**config.mk**
```make
export PLATFORM = sky130hd
export DESIGN_NAME = downsample_sync
export DESIGN_NICKNAME = d
export VERILOG_FILES = /design/src/rtl/qam16_rx_pkg.sv /design/src/rtl/downsample_sync_energy.sv /design/src/rtl/downsample_sync.sv
export SDC_FILE = /design/constraint.sdc
export NUM_CORES = 1
export LEC_CHECK = 0
export ABC_CLOCK_PERIOD_IN_PS = 37600
export CORE_AREA = 2 2 212 214
export CTS_CLUSTER_DIAMETER = 60
export DETAILED_ROUTE_END_ITERATION = 12
export DIE_AREA = 0 0 214 216
export PLACE_DENSITY_LB_ADDON = 0.25
export SYNTH_ARGS = -nofsm -noshare
export SYNTH_HDL_FRONTEND = slang
export SYNTH_HIERARCHICAL = 1
export SYNTH_SLANG_ARGS = --single-unit
```
**constraint.sdc**
```tcl
create_clock -name clk -period 37.6 [get_ports clk]
set_input_delay 11.28 -clock clk [delete_from_list [all_inputs] [get_ports clk]]
set_output_delay 11.28 -clock clk [all_outputs]
set_load 0.02 [all_outputs]
```
**src/rtl/qam16_rx_pkg.sv**
```systemverilog
`default_nettype none
// ============================================================================
// Package     : qam16_rx_pkg
// Description : Shared constants, types and phase-step helper for the QAM16 RX decimator.
// Revision    : 1.0
// ============================================================================
package qam16_rx_pkg;

    localparam int OSR         = 8;
    localparam int PHASE_W     = 3;
    localparam int DS_DW       = 12;
    localparam int DS_WIN_LOG2 = 5;

    localparam int METRIC_W = DS_DW + 1;
    localparam int ACC_W    = DS_DW + 1 + DS_WIN_LOG2;

    typedef logic [PHASE_W-1:0]  phase_t;
    typedef logic [METRIC_W-1:0] metric_t;
    typedef logic [ACC_W-1:0]    acc_t;

    // One step toward tgt along the shorter circular path; a half-turn goes forward.
    function automatic phase_t phase_step(input phase_t cur, input phase_t tgt);
        phase_t d;
        d = tgt - cur;
        if (d == '0)
            return cur;
        else if (d <= phase_t'(OSR / 2))
            return cur + phase_t'(1);
        else
            return cur - phase_t'(1);
    endfunction

endpackage
`default_nettype wire

```
**src/rtl/downsample_sync_energy.sv**
```systemverilog
`default_nettype none
// ============================================================================
// Module      : ds_phase_energy
// Description : Eight per-phase energy accumulators with argmax (ties to lowest phase).
// Revision    : 1.0
// ============================================================================
module ds_phase_energy
    import qam16_rx_pkg::*;
#(
    parameter int DW       = DS_DW,
    parameter int WIN_LOG2 = DS_WIN_LOG2
) (
    input  logic          clk,
    input  logic          rst,
    input  logic          clear,
    input  logic          add,
    input  logic [2:0]    phase,
    input  logic [DW:0]   metric,
    output logic [2:0]    best
);

    localparam int AW = DW + 1 + WIN_LOG2;

    logic [AW-1:0] r_acc [OSR];
    logic [AW-1:0] w_sum [OSR];
    logic [AW-1:0] w_inc;
    logic [AW-1:0] w_best_val;

    // The argmax sees the sample being added this cycle, so the closing sample
    // of a window counts and the caller can register the result at that edge.
    always_comb begin
        w_inc      = AW'(metric);
        w_best_val = '0;
        best       = '0;
        for (int p = 0; p < OSR; p++) begin
            w_sum[p] = r_acc[p] + ((add && (phase == phase_t'(p))) ? w_inc : '0);
        end
        w_best_val = w_sum[0];
        for (int p = 1; p < OSR; p++) begin
            if (w_sum[p] > w_best_val) begin
                w_best_val = w_sum[p];
                best       = phase_t'(p);
            end
        end
    end

    always_ff @(posedge clk or posedge rst) begin
        if (rst) begin
            for (int p = 0; p < OSR; p++) r_acc[p] <= '0;
        end else if (clear) begin
            for (int p = 0; p < OSR; p++) r_acc[p] <= '0;
        end else if (add) begin
            r_acc[phase] <= w_sum[phase];
        end
    end

endmodule
`default_nettype wire

```
**src/rtl/downsample_sync.sv**
```systemverilog
`default_nettype none
// ============================================================================
// Module      : downsample_sync
// Description : 8x RX decimator choosing the highest-energy sampling phase.
//               DS_PHASE_TRACK_EN enables one-step phase tracking after lock.
// Revision    : 1.0
// ============================================================================
module downsample_sync
    import qam16_rx_pkg::*;
#(
    parameter int         DW         = DS_DW,
    parameter int         WIN_LOG2   = DS_WIN_LOG2,
    parameter logic [2:0] PHASE_INIT = 3'd0
) (
    input  logic                 clk,
    input  logic                 rst,
    input  logic                 din_vld,
    input  logic signed [DW-1:0] I,
    input  logic signed [DW-1:0] Q,
    output logic signed [DW-1:0] DOWN_I,
    output logic signed [DW-1:0] DOWN_Q,
    output logic                 dout_vld,
    output logic [2:0]           phase_sel,
    output logic                 locked
);

    localparam logic [WIN_LOG2-1:0] c_sym_one = 1;

    logic [2:0]          r_ph_cnt;
    logic [WIN_LOG2-1:0] r_sym_cnt;

    logic signed [DW:0]  w_ext_i;
    logic signed [DW:0]  w_ext_q;
    logic [DW:0]         w_abs_i;
    logic [DW:0]         w_abs_q;
    logic [DW:0]         w_metric;
    logic                w_win_end;
    logic                w_take;
    logic                w_add;
    logic                w_clear;
    logic [2:0]          w_best;
    logic [2:0]          w_phase_next;

    // One extra bit makes |-2^(DW-1)| exact.
    always_comb begin
        w_ext_i  = {I[DW-1], I};
        w_ext_q  = {Q[DW-1], Q};
        w_abs_i  = w_ext_i[DW] ? $unsigned(-w_ext_i) : $unsigned(w_ext_i);
        w_abs_q  = w_ext_q[DW] ? $unsigned(-w_ext_q) : $unsigned(w_ext_q);
        w_metric = w_abs_i + w_abs_q;
    end

    always_comb begin
        w_win_end = din_vld && (r_ph_cnt == 3'd7) && (r_sym_cnt == '1);
        w_take    = din_vld && (r_ph_cnt == phase_sel);
`ifdef DS_PHASE_TRACK_EN
        w_add        = din_vld;
        w_clear      = w_win_end;
        w_phase_next = locked ? phase_step(phase_sel, w_best) : w_best;
`else
        // Frozen after first lock: energy measurement is no longer needed.
        w_add        = din_vld && !locked;
        w_clear      = w_win_end && !locked;
        w_phase_next = w_best;
`endif
    end

    ds_phase_energy #(
        .DW       (DW),
        .WIN_LOG2 (WIN_LOG2)
    ) u_energy (
        .clk    (clk),
        .rst    (rst),
        .clear  (w_clear),
        .add    (w_add),
        .phase  (r_ph_cnt),
        .metric (w_metric),
        .best   (w_best)
    );

    always_ff @(posedge clk or posedge rst) begin
        if (rst) begin
            r_ph_cnt  <= '0;
            r_sym_cnt <= '0;
        end else if (din_vld) begin
            r_ph_cnt <= r_ph_cnt + 3'd1;
            if (r_ph_cnt == 3'd7)
                r_sym_cnt <= r_sym_cnt + c_sym_one;
        end
    end

    always_ff @(posedge clk or posedge rst) begin
        if (rst) begin
            DOWN_I   <= '0;
            DOWN_Q   <= '0;
            dout_vld <= 1'b0;
        end else begin
            dout_vld <= w_take;
            if (w_take) begin
                DOWN_I <= I;
                DOWN_Q <= Q;
            end
        end
    end

    // The window-end sample itself is still decimated with the old phase.
    always_ff @(posedge clk or posedge rst) begin
        if (rst) begin
            phase_sel <= PHASE_INIT;
            locked    <= 1'b0;
        end else if (w_clear) begin
            phase_sel <= w_phase_next;
            locked    <= 1'b1;
        end
    end

endmodule
`default_nettype wire

```
==> flow_summary.json <==
{
  "clock_latency_ns": 0.51,
  "synthFlopType": "dfrtp_1",
  "first_pass_iters": 6,
  "routed_wl_mm": 65.0,
  "cpPeakStageDelay_ns": 0.69,
  "h-tree-depth": 4,
  "whs_endpoint": "r_sym_cnt[3]",
  "r2r-end": "phase_sel[0]",
  "fin_nets": 2637,
  "ant_nets": 0,
  "die_h_um": 216,
  "synthToLayoutAreaGrowth_pct": 9.27,
  "slowest_stage": "nor4_1",
  "ys_ff_latch": 181,
  "grt_max_degree": 82,
  "yosys_warnings": 6,
  "globalplace.congestion": 0.933,
  "startpoint_type": "input port",
  "crit_buf_inv": 9,
  "synth_top_family_by_area": "compound AO/OA/AOI/OAI gates",
  "syn_avg_cell_area_um2": 8.28,
  "cts_resized": 0,
  "tritoncts": "done",
  "die_w_um": 214,
  "multi_input_area_um2": 14000,
  "drcViolationCount": 0,
  "synthAdderAreaFrac_pct": 16.5,
  "cts_max_path_buffers": 2,
  "grt_pass1_wl_mm": 101,
  "cts_sinks": 181,
  "hold_class": "flop to flop",
  "fin_setup_tns_ns": 0,
  "final_area_um2": 21300,
  "vias_per_cell": 6.00,
  "outcome": "completed",
  "setup_viol": 0,
  "cp_top_family": "compound AO/OA/AOI/OAI gates",
  "r2r_start": "r_ph_cnt[0]",
  "synth_xor_area_share_pct": 7.20,
  "rsz0062_at_grt": "false",
  "path_max_fanout": 37,
  "maxSlewHeadroom_pct": 14.6,
  "seq_area_frac_synth_pct": 23.3,
  "worst_slew_pin_slew_ns": 1.25,
  "cts-root-buf": "clkbuf_16",
  "worstHoldPathCells": 1,
  "synth-edff-count": 0,
  "synth.distinct_cells": 89,
  "max_freq_mhz": 29.6,
  "path_clk_slew_ns": 0.07,
  "cap_violations": 0,
  "hpwlAfterDp_mm": 50.0,
  "ctsHoldBuffers": 0,
  "async_reset_ff_share_pct": 100,
  "critPathRequiredTime_ns": 38.00,
  "fin_crit_sh_pct": 89.7,
  "rows": 77,
  "drive_above_1_share_pct": 6.91,
  "min_period_ns": 33.74,
  "hp-start": "r_sym_cnt[3]",
  "vias": 17800,
  "synth_compound_area_share_pct": 22.2,
  "cp.arrival_ns": 34.13,
  "crit_path_end_kind": "flop",
  "maxSlewViolCount": 0,
  "pin_count": 56,
  "grt_pass1_vias": 17400,
  "drtIter0Drc": 1477,
  "initial_core_util_pct": 44.4,
  "coreArea_um2": 43800,
  "regArea_um2": 4530,
  "synth_area_um2": 19500,
  "wl_per_cell_um": 21.9,
  "placed_area_um2": 20700,
  "path_class": "input port to flop",
  "syn_inst": 2351,
  "yosys.area_share.simple_pct": 19.3,
  "hold_viol": 0,
  "worst-r2r-setup-slack_ns": 15.86,
  "syn-num-nets": 2627,
  "grt_overflow": 0,
  "fill_cells": 4232,
  "grt_usage_pct": 28.6,
  "r2r_cells": 93,
  "utilization_pct": 48.5,
  "die_area_um2": 46200,
  "post_cts_buffers": 0,
  "fin_skew_ns": 0.0200,
  "antenna_found_initial": 4,
  "port_buffers": 55,
  "synth_mux_area_share_pct": 6.78,
  "numCtsBuffers": 17,
  "path_common_cell": "o21ai_0"
}
## cells in the final DEF (no fill, tap or decap), drive strengths merged, types with 9 or more instances in the layout
cell,instances
fa,9
xnor2,118
and3,48
nand2,218
nor4,10
inv,142
or3,9
a221oi,10
mux4,25
ha,240
nor2,210
and2,86
nand4,27
clkbuf,19
nor3,33
nor2b,31
o211ai,18
mux2i,53
o21bai,38
nand3,51
clkdlybuf4s50,55
a31o,9
a2111oi,9
nand2b,22
dfrtp,181
o21ai,99
buf,36
o31ai,12
a21oi,196
a21o,55
a211oi,103
o21a,28
xor2,42
or2,9
a31oi,12
mux2,17
## worst max path at each step
| stage | startpoint | depth (start not counted) | end | slack, ns |
|---|---|---|---|---|
| global placement | I[2] | 106 | phase_sel[1] | 4.34 |
| finish | I[0] | 101 | phase_sel[0] | 3.86 |
| floorplan | I[2] | 113 | phase_sel[0] | 7.98 |
| global route | I[11] | 107 | phase_sel[1] | 2.13 |
| CTS | I[0] | 100 | phase_sel[1] | 4.41 |
| detailed placement | I[0] | 104 | phase_sel[1] | 3.93 |
## cells in the mapped netlist, drive strengths merged, types with 31 or more instances
| cell | count | area [µm²] |
|---|---|---|
| xnor2 | 118 | 1030 |
| ha | 240 | 3000 |
| and2 | 86 | 538 |
| nor2b | 31 | 194 |
| o21ai | 99 | 503 |
| nand3 | 51 | 255 |
| o21bai | 38 | 285 |
| xor2 | 42 | 368 |
| inv | 136 | 510 |
| a21o | 55 | 413 |
| and3 | 48 | 300 |
| mux2i | 53 | 547 |
| a21oi | 196 | 981 |
| nand2 | 218 | 818 |
| nor2 | 210 | 793 |
| nor3 | 33 | 175 |
| clkbuf | 76 | 285 |
| dfrtp | 181 | 4530 |
| a211oi | 103 | 783 |
## per-layer routing
| metal | global-route usage, % | wire (µm) |
|---|---|---|
| met5 | 0 | 0 |
| met4 | 11.5 | 2380 |
| met3 | 4.02 | 4290 |
| met2 | 48.6 | 31100 |
| met1 | 36.5 | 27300 |
## area by class of cell
type	count	area share, %
multi-input cells	1933	66.0
flip-flops and latches	181	21.3
repair buffers	91	3.86
well taps	592	3.48
inverters	137	2.45
clock buffers	19	2.08
clock inverters	13	0.782
diodes	2	0.0235
## through the flow
stage,worst slack [ns],hold slack [ns],std cells
2_1_floorplan,7.98,0.434,2351
3_3_place_gp,4.34,0.455,2934
3_5_place_dp,3.93,0.460,2934
4_1_cts,4.41,0.475,2966
5_1_grt,2.13,0.505,2966
6_report,3.86,0.466,2968
## registers in the layout, summed over array words and instances (netlist names)
register        cells
locked              1
r_ph_cnt            3
u_energy/r_acc    144
phase_sel           3
DOWN_Q             12
r_sym_cnt           5
DOWN_I             12
dout_vld            1
## cell families after synthesis
group | count (synthesis)
multiplexers | 95
adder cells (fa/ha/maj) | 251
AND/OR/NAND/NOR | 778
flip-flops | 181
AO/OA/AOI/OAI | 649
XOR/XNOR | 160
buffers and inverters | 237
Power is left out: the tool's default activity adds up to more than one toggle a clock period on the data nets, which glitch-free logic cannot reach.
